**config.mk**
```make
export PLATFORM = sky130hd
export DESIGN_NAME = mem_access_stage_flat
export DESIGN_NICKNAME = d
export VERILOG_FILES = /design/src/rtl/mem_access_stage_if.sv /design/src/rtl/mem_access_stage.sv /design/src/flat_wrapper.sv
export SDC_FILE = /design/constraint.sdc
export NUM_CORES = 1
export LEC_CHECK = 0
export CAP_MARGIN = 0
export CORE_MARGIN = 2
export CORE_UTILIZATION = 44
export CTS_CLUSTER_DIAMETER = 120
export CTS_CLUSTER_SIZE = 20
export DETAILED_ROUTE_END_ITERATION = 10
export HOLD_SLACK_MARGIN = 0.05
export PLACE_DENSITY = 0.86
export RECOVER_POWER = 25
export SYNTH_ARGS = -nofsm -noshare
export SYNTH_HDL_FRONTEND = slang
export SYNTH_SLANG_ARGS = --single-unit
export TNS_END_PERCENT = 1
```
**constraint.sdc**
```tcl
create_clock -name clk_i -period 2.6 [get_ports clk_i]
set_input_delay 0.52 -clock clk_i [delete_from_list [all_inputs] [get_ports clk_i]]
set_output_delay 0.52 -clock clk_i [all_outputs]
set_load 0.03 [all_outputs]
```
**src/rtl/mem_access_stage_if.sv**
```systemverilog
`default_nettype none
// ============================================================================
// Module   : mem_access_stage_if
// Purpose  : Data-memory request/acknowledge bus between the MEM stage and
//            the data memory.
// Revision : 1.0 - initial release
// ============================================================================
interface mem_access_stage_if #(
  parameter int DATA_W = 32
);
  logic              req;
  logic              we;
  logic [DATA_W-1:0] addr;
  logic [DATA_W-1:0] wdata;
  logic              ack;
  logic [DATA_W-1:0] rdata;

  modport master (output req, we, addr, wdata, input ack, rdata);
  modport slave  (input req, we, addr, wdata, output ack, rdata);
endinterface
`default_nettype wire

```
**src/rtl/mem_access_stage.sv**
```systemverilog
`default_nettype none
// ============================================================================
// Module   : mem_access_stage
// Purpose  : MEM pipeline stage. Drives data memory over req/ack, stalls
//            upstream while an access is pending, loads the MEM/WB register.
//            Optional MEM_ALIGN_CHECK_EN rejects misaligned memory accesses.
// Revision : 1.0 - initial release
// ============================================================================
module mem_access_stage #(
  parameter int DATA_W      = 32,
  parameter int TIMEOUT_CYC = 16
) (
  input  wire logic              clk_i,
  input  wire logic              rst_i,
  input  wire logic [DATA_W-1:0] ALUResult_i,
  input  wire logic [DATA_W-1:0] RDData_i,
  input  wire logic [4:0]        RDaddr_i,
  input  wire logic              RegWrite_i,
  input  wire logic              MemToReg_i,
  input  wire logic              MemWrite_i,
  output logic                   stall_o,
  mem_access_stage_if.master     mem,
  output logic [DATA_W-1:0]      ALUResult_o,
  output logic [DATA_W-1:0]      ReadData_o,
  output logic [4:0]             RDaddr_o,
  output logic                   RegWrite_o,
  output logic                   MemToReg_o,
  output logic                   err_o,
  output logic                   misalign_o
);

  localparam int                 c_CNT_W    = (TIMEOUT_CYC > 2) ? $clog2(TIMEOUT_CYC) : 1;
  localparam logic [c_CNT_W-1:0] c_CNT_LAST = c_CNT_W'(TIMEOUT_CYC - 1);

  typedef enum logic [0:0] {
    S_IDLE = 1'b0,
    S_BUSY = 1'b1
  } state_t;

  state_t              state_q;
  logic [c_CNT_W-1:0]  cnt_q;
  logic                req_q;
  logic                we_q;
  logic [DATA_W-1:0]   addr_q;
  logic [DATA_W-1:0]   wdata_q;
  logic [DATA_W-1:0]   alu_q;
  logic [DATA_W-1:0]   rdata_q;
  logic [4:0]          rd_q;
  logic                regwrite_q;
  logic                memtoreg_q;
  logic                err_q;
  logic                misalign_q;

  logic                w_memop;
  logic                w_misaligned;
  logic                w_expire;

  assign w_memop = MemWrite_i | MemToReg_i;

`ifdef MEM_ALIGN_CHECK_EN
  assign w_misaligned = w_memop & (ALUResult_i[1:0] != 2'b00);
`else
  assign w_misaligned = 1'b0;
`endif

  // Ack on the final BUSY cycle takes priority over the timeout.
  assign w_expire = (state_q == S_BUSY) && (cnt_q == c_CNT_LAST) && !mem.ack;

  always_comb begin
    stall_o = 1'b0;
    if (state_q == S_IDLE) begin
      stall_o = w_memop & ~w_misaligned;
    end else begin
      stall_o = ~mem.ack & ~w_expire;
    end
  end

  always_ff @(posedge clk_i) begin
    if (rst_i) begin
      state_q    <= S_IDLE;
      cnt_q      <= '0;
      req_q      <= 1'b0;
      we_q       <= 1'b0;
      addr_q     <= '0;
      wdata_q    <= '0;
      alu_q      <= '0;
      rdata_q    <= '0;
      rd_q       <= 5'd0;
      regwrite_q <= 1'b0;
      memtoreg_q <= 1'b0;
      err_q      <= 1'b0;
      misalign_q <= 1'b0;
    end else begin
      misalign_q <= 1'b0;
      case (state_q)
        S_IDLE: begin
          cnt_q <= '0;
          if (w_misaligned) begin
            alu_q      <= ALUResult_i;
            rdata_q    <= '0;
            rd_q       <= RDaddr_i;
            regwrite_q <= 1'b0;
            memtoreg_q <= MemToReg_i;
            misalign_q <= 1'b1;
          end else if (w_memop) begin
            req_q      <= 1'b1;
            we_q       <= MemWrite_i;
            addr_q     <= ALUResult_i;
            wdata_q    <= RDData_i;
            regwrite_q <= 1'b0;
            memtoreg_q <= 1'b0;
            state_q    <= S_BUSY;
          end else begin
            alu_q      <= ALUResult_i;
            rdata_q    <= '0;
            rd_q       <= RDaddr_i;
            regwrite_q <= RegWrite_i;
            memtoreg_q <= MemToReg_i;
          end
        end
        S_BUSY: begin
          if (mem.ack) begin
            alu_q      <= ALUResult_i;
            rdata_q    <= mem.rdata;
            rd_q       <= RDaddr_i;
            regwrite_q <= RegWrite_i;
            memtoreg_q <= MemToReg_i;
            req_q      <= 1'b0;
            cnt_q      <= '0;
            state_q    <= S_IDLE;
          end else if (w_expire) begin
            alu_q      <= ALUResult_i;
            rdata_q    <= '0;
            rd_q       <= RDaddr_i;
            regwrite_q <= 1'b0;
            memtoreg_q <= MemToReg_i;
            req_q      <= 1'b0;
            err_q      <= 1'b1;
            cnt_q      <= '0;
            state_q    <= S_IDLE;
          end else begin
            cnt_q      <= cnt_q + 1'b1;
            regwrite_q <= 1'b0;
            memtoreg_q <= 1'b0;
          end
        end
        default: state_q <= S_IDLE;
      endcase
    end
  end

  assign mem.req     = req_q;
  assign mem.we      = we_q;
  assign mem.addr    = addr_q;
  assign mem.wdata   = wdata_q;
  assign ALUResult_o = alu_q;
  assign ReadData_o  = rdata_q;
  assign RDaddr_o    = rd_q;
  assign RegWrite_o  = regwrite_q;
  assign MemToReg_o  = memtoreg_q;
  assign err_o       = err_q;
  assign misalign_o  = misalign_q;

endmodule
`default_nettype wire

```
**src/flat_wrapper.sv**
```systemverilog
// flat-port wrapper written by rule: the top's interface ports become plain ports
module mem_access_stage_flat 
#(
  parameter int DATA_W      = 32,
  parameter int TIMEOUT_CYC = 16
)
  (clk_i, rst_i, ALUResult_i, RDData_i, RDaddr_i, RegWrite_i, MemToReg_i, MemWrite_i, stall_o, ALUResult_o, ReadData_o, RDaddr_o, RegWrite_o, MemToReg_o, err_o, misalign_o, mem_req, mem_we, mem_addr, mem_wdata, mem_ack, mem_rdata);
  mem_access_stage_if #(.DATA_W(DATA_W)) mem_i ();
  input  wire logic clk_i;
  input  wire logic rst_i;
  input  wire logic [DATA_W-1:0] ALUResult_i;
  input  wire logic [DATA_W-1:0] RDData_i;
  input  wire logic [4:0] RDaddr_i;
  input  wire logic RegWrite_i;
  input  wire logic MemToReg_i;
  input  wire logic MemWrite_i;
  output logic stall_o;
  output logic [DATA_W-1:0] ALUResult_o;
  output logic [DATA_W-1:0] ReadData_o;
  output logic [4:0] RDaddr_o;
  output logic RegWrite_o;
  output logic MemToReg_o;
  output logic err_o;
  output logic misalign_o;
  output wire logic [$bits(mem_i.req)-1:0] mem_req;
  output wire logic [$bits(mem_i.we)-1:0] mem_we;
  output wire logic [$bits(mem_i.addr)-1:0] mem_addr;
  output wire logic [$bits(mem_i.wdata)-1:0] mem_wdata;
  input wire logic [$bits(mem_i.ack)-1:0] mem_ack;
  input wire logic [$bits(mem_i.rdata)-1:0] mem_rdata;
  assign mem_req = mem_i.req;
  assign mem_we = mem_i.we;
  assign mem_addr = mem_i.addr;
  assign mem_wdata = mem_i.wdata;
  assign mem_i.ack = mem_ack;
  assign mem_i.rdata = mem_rdata;
  mem_access_stage #(.DATA_W(DATA_W), .TIMEOUT_CYC(TIMEOUT_CYC)) u_core (.clk_i(clk_i), .rst_i(rst_i), .ALUResult_i(ALUResult_i), .RDData_i(RDData_i), .RDaddr_i(RDaddr_i), .RegWrite_i(RegWrite_i), .MemToReg_i(MemToReg_i), .MemWrite_i(MemWrite_i), .stall_o(stall_o), .mem(mem_i), .ALUResult_o(ALUResult_o), .ReadData_o(ReadData_o), .RDaddr_o(RDaddr_o), .RegWrite_o(RegWrite_o), .MemToReg_o(MemToReg_o), .err_o(err_o), .misalign_o(misalign_o));
endmodule
```
==> qor.txt <==
Clock transition at path regs - 0.05 ns
max cap viols - 0
worst endpoint data arrival time - 1.75 ns
row count - 39
Critical Path RT - 2.08 ns
core area - 0.0113 sq mm
delay-heaviest family, CP - buffers and inverters
outcome - complete, no violations
most common cell after layout, fill and taps aside - clkdlybuf4s50_1
Hold Path Cell Cnt - 2
# DRC - 0
Diodes inserted - 0
Post-Syn Nets - 662
R2R Path End - u_core.ALUResult_o[24]$_SDFFE_PP0N_
Initial Util - 0.449
Max stage delay on crit path - 0.59 ns
Fin Clk Skew - 0.00665 ns
Final min period - 2.27 ns
Hold WS - 0.452 ns
Hold-fix buffers, CTS - 0
WL/cell - 15.9 microns
mapped cell area - 0.00508 sq mm
Tot Pwr - 6.12 mW
DR pass1 iterations - 4
worst hold path class - reg -> reg
vias in the first global route - 4,815
most frequent cells in the layout - clkdlybuf4s50_1, nand2_1, dfxtp_1
Bufs and invs on worst path - 3
Worst path slowest cell - dlygate4sd3_1
Synth Area per Inst - 9.17 sq um
flop-to-flop setup slack - 0.68 ns
die area - 0.0124 sq mm
Post-Syn Instances - 554
vias per cell - 5.12
worst path cell trace - dlygate4sd3_1 > and2b_1 > a21oi_4 > inv_2 > buf_4
Slew @ Worst Pin - 1.25 ns
Setup TNS Final - 0 ns
Max FO, Critical Path - 5
min-delay src - u_core.mem.wdata[30]$_SDFFE_PP0P_
antenna-violating nets left - 0
first-pass GRT wire length - 23,600 microns
Total Wirelength - 14,900 microns
Die W - 111 microns
CTS Root Cell - clkbuf_16
GRT overflow - 0
ys flop type - dfxtp_1
Setup WS pre-CTS - 0.313 ns
Buffers on Ports - 245
max frequency - 440 MHz
Worst setup EP type - output port
Seq/Total Area, Yosys - 0.563
Ports - 247
initial antenna violation count - 0
Inserted Clock Buffers - 17
PwrDens - 748 mW/mm^2
Clk Latency, worst-skew pair - 0.42 ns
die height - 111 microns
Yosys cell types - 27
routability congestion estimate - 0.847
Setup-failing EPs final - 0
Slew Limit Fails - 0
Critical Path Start Type - input pin
Hold Crit Endpoint - u_core.mem.wdata[30]$_SDFFE_PP0P_
Peak VDD IR - 0.000508 V
flops & latches, synth - 143
R2R cell count - 5
Tcrit/Tclk final - 0.874
final core utilization - 0.722
RSZ-0062 raised after global routing - false
pin count of the biggest net entering global routing - 111
CTS sink cnt - 143
Initial DRC Count - 240
layout cells sized above 1 - 0.0543
Filler cells - 841
area delta synth->final - 61.0%
Hold Vio Cnt, Final - 0
critical path type - in -> out
H-tree Lvls - 4
ys async rst share - 0
Post CTS Setup Buffer Count - 0
relative slew slack - 0.166
Total GRT Usage - 0.237
CTS tree - built
nets - 887
R2R Path Start - u_core.cnt_q[0]$_SDFF_PP0_
HPWL after detailed placement - 10,200 microns
Syn. warnings - 0
post-CTS sizing - 0
routed vias - 4,784
Pleak - 3.19 nW
number of flops mapped to enable cells by yosys - 0
final setup margin - 0.327 ns
Clock Tree Buf Depth - 2
-- cells in the mapped netlist, drive strengths merged (2+ instances only) --
master,number,area [sq um]
a21oi,66,342
a32o,32,320
and3,2,12.5
buf,26,175
clkbuf,20,75.1
dfxtp,143,2860
inv,3,11.3
mux2i,38,380
nand2,202,758
nand3,3,15.0
nor2,7,26.3
-- registers in the layout (all words and copies together), names as in the netlist --
register / flops
u_core.mem.req: 1
u_core.RegWrite_o: 1
u_core.ALUResult_o: 32
u_core.ReadData_o: 32
u_core.err_o: 1
u_core.RDaddr_o: 5
u_core.state_q: 1
u_core.MemToReg_o: 1
u_core.mem.we: 1
u_core.mem.wdata: 32
u_core.cnt_q: 4
u_core.mem.addr: 32
-- worst min-delay path: stages, from the launching register on --
cell and delay, ns:
dfxtp_1 0.30, nand2_1 0.05, a21oi_1 0.05
-- how the worst max path moves through the flow --
stage	cells past startpoint	from	slack (ns)	endpoint
6_report	5	mem_ack	0.33	stall_o
2_1_floorplan	4	MemWrite_i	0.95	stall_o
4_1_cts	5	MemWrite_i	0.35	stall_o
3_3_place_gp	5	MemWrite_i	0.39	stall_o
5_1_grt	5	mem_ack	0.25	stall_o
3_5_place_dp	3	mem_ack	0.31	u_core.ReadData_o[10]$_SDFFE_PP0N_
-- cell families after synthesis --
logic type,share of synthesized area
muxes,0.0749
and+or+nand+nor,0.165
AOI/OAI and AO/OA,0.139
DFF,0.563
xor gates and xnor gates,0.00345
adders and majority gates,0.00246
other,0.000738
buffers and inverters,0.0515
-- power breakdown --
group	internal, mW	switching, mW	total [mW]
combinational	0.516	0.645	1.16
clock	1.65	0.890	2.54
sequential	2.34	0.0781	2.42
total	4.50	1.61	6.12
-- through the flow --
stage	instances	area [sq um]
final	935	8180
after global routing	935	8180
after CTS	935	8210
after detailed placement	903	7580
after global placement	903	7580
after floorplan	554	5080
-- layout make-up --
type / instances / area [sq um] / area share
Clock buffer: 21 / 460 / 0.0563
Timing Repair Buffer: 252 / 2550 / 0.311
Tap cell: 143 / 179 / 0.0219
Sequential cell: 143 / 2860 / 0.350
Clock inverter: 11 / 163 / 0.0199
Inverter: 3 / 12.5 / 0.00153
Multi-Input combinational cell: 362 / 1950 / 0.239
-- metal layers --
metal,part of all wire,vias up,track usage
met1,0.39,2255,0.261
met3,0.083,27,0.0866
li1,-,2300,-
met5,0,-,0
met4,0.025,0,0.116
met2,0.50,202,0.404
Note: power is estimated with default switching activity, not from simulation.
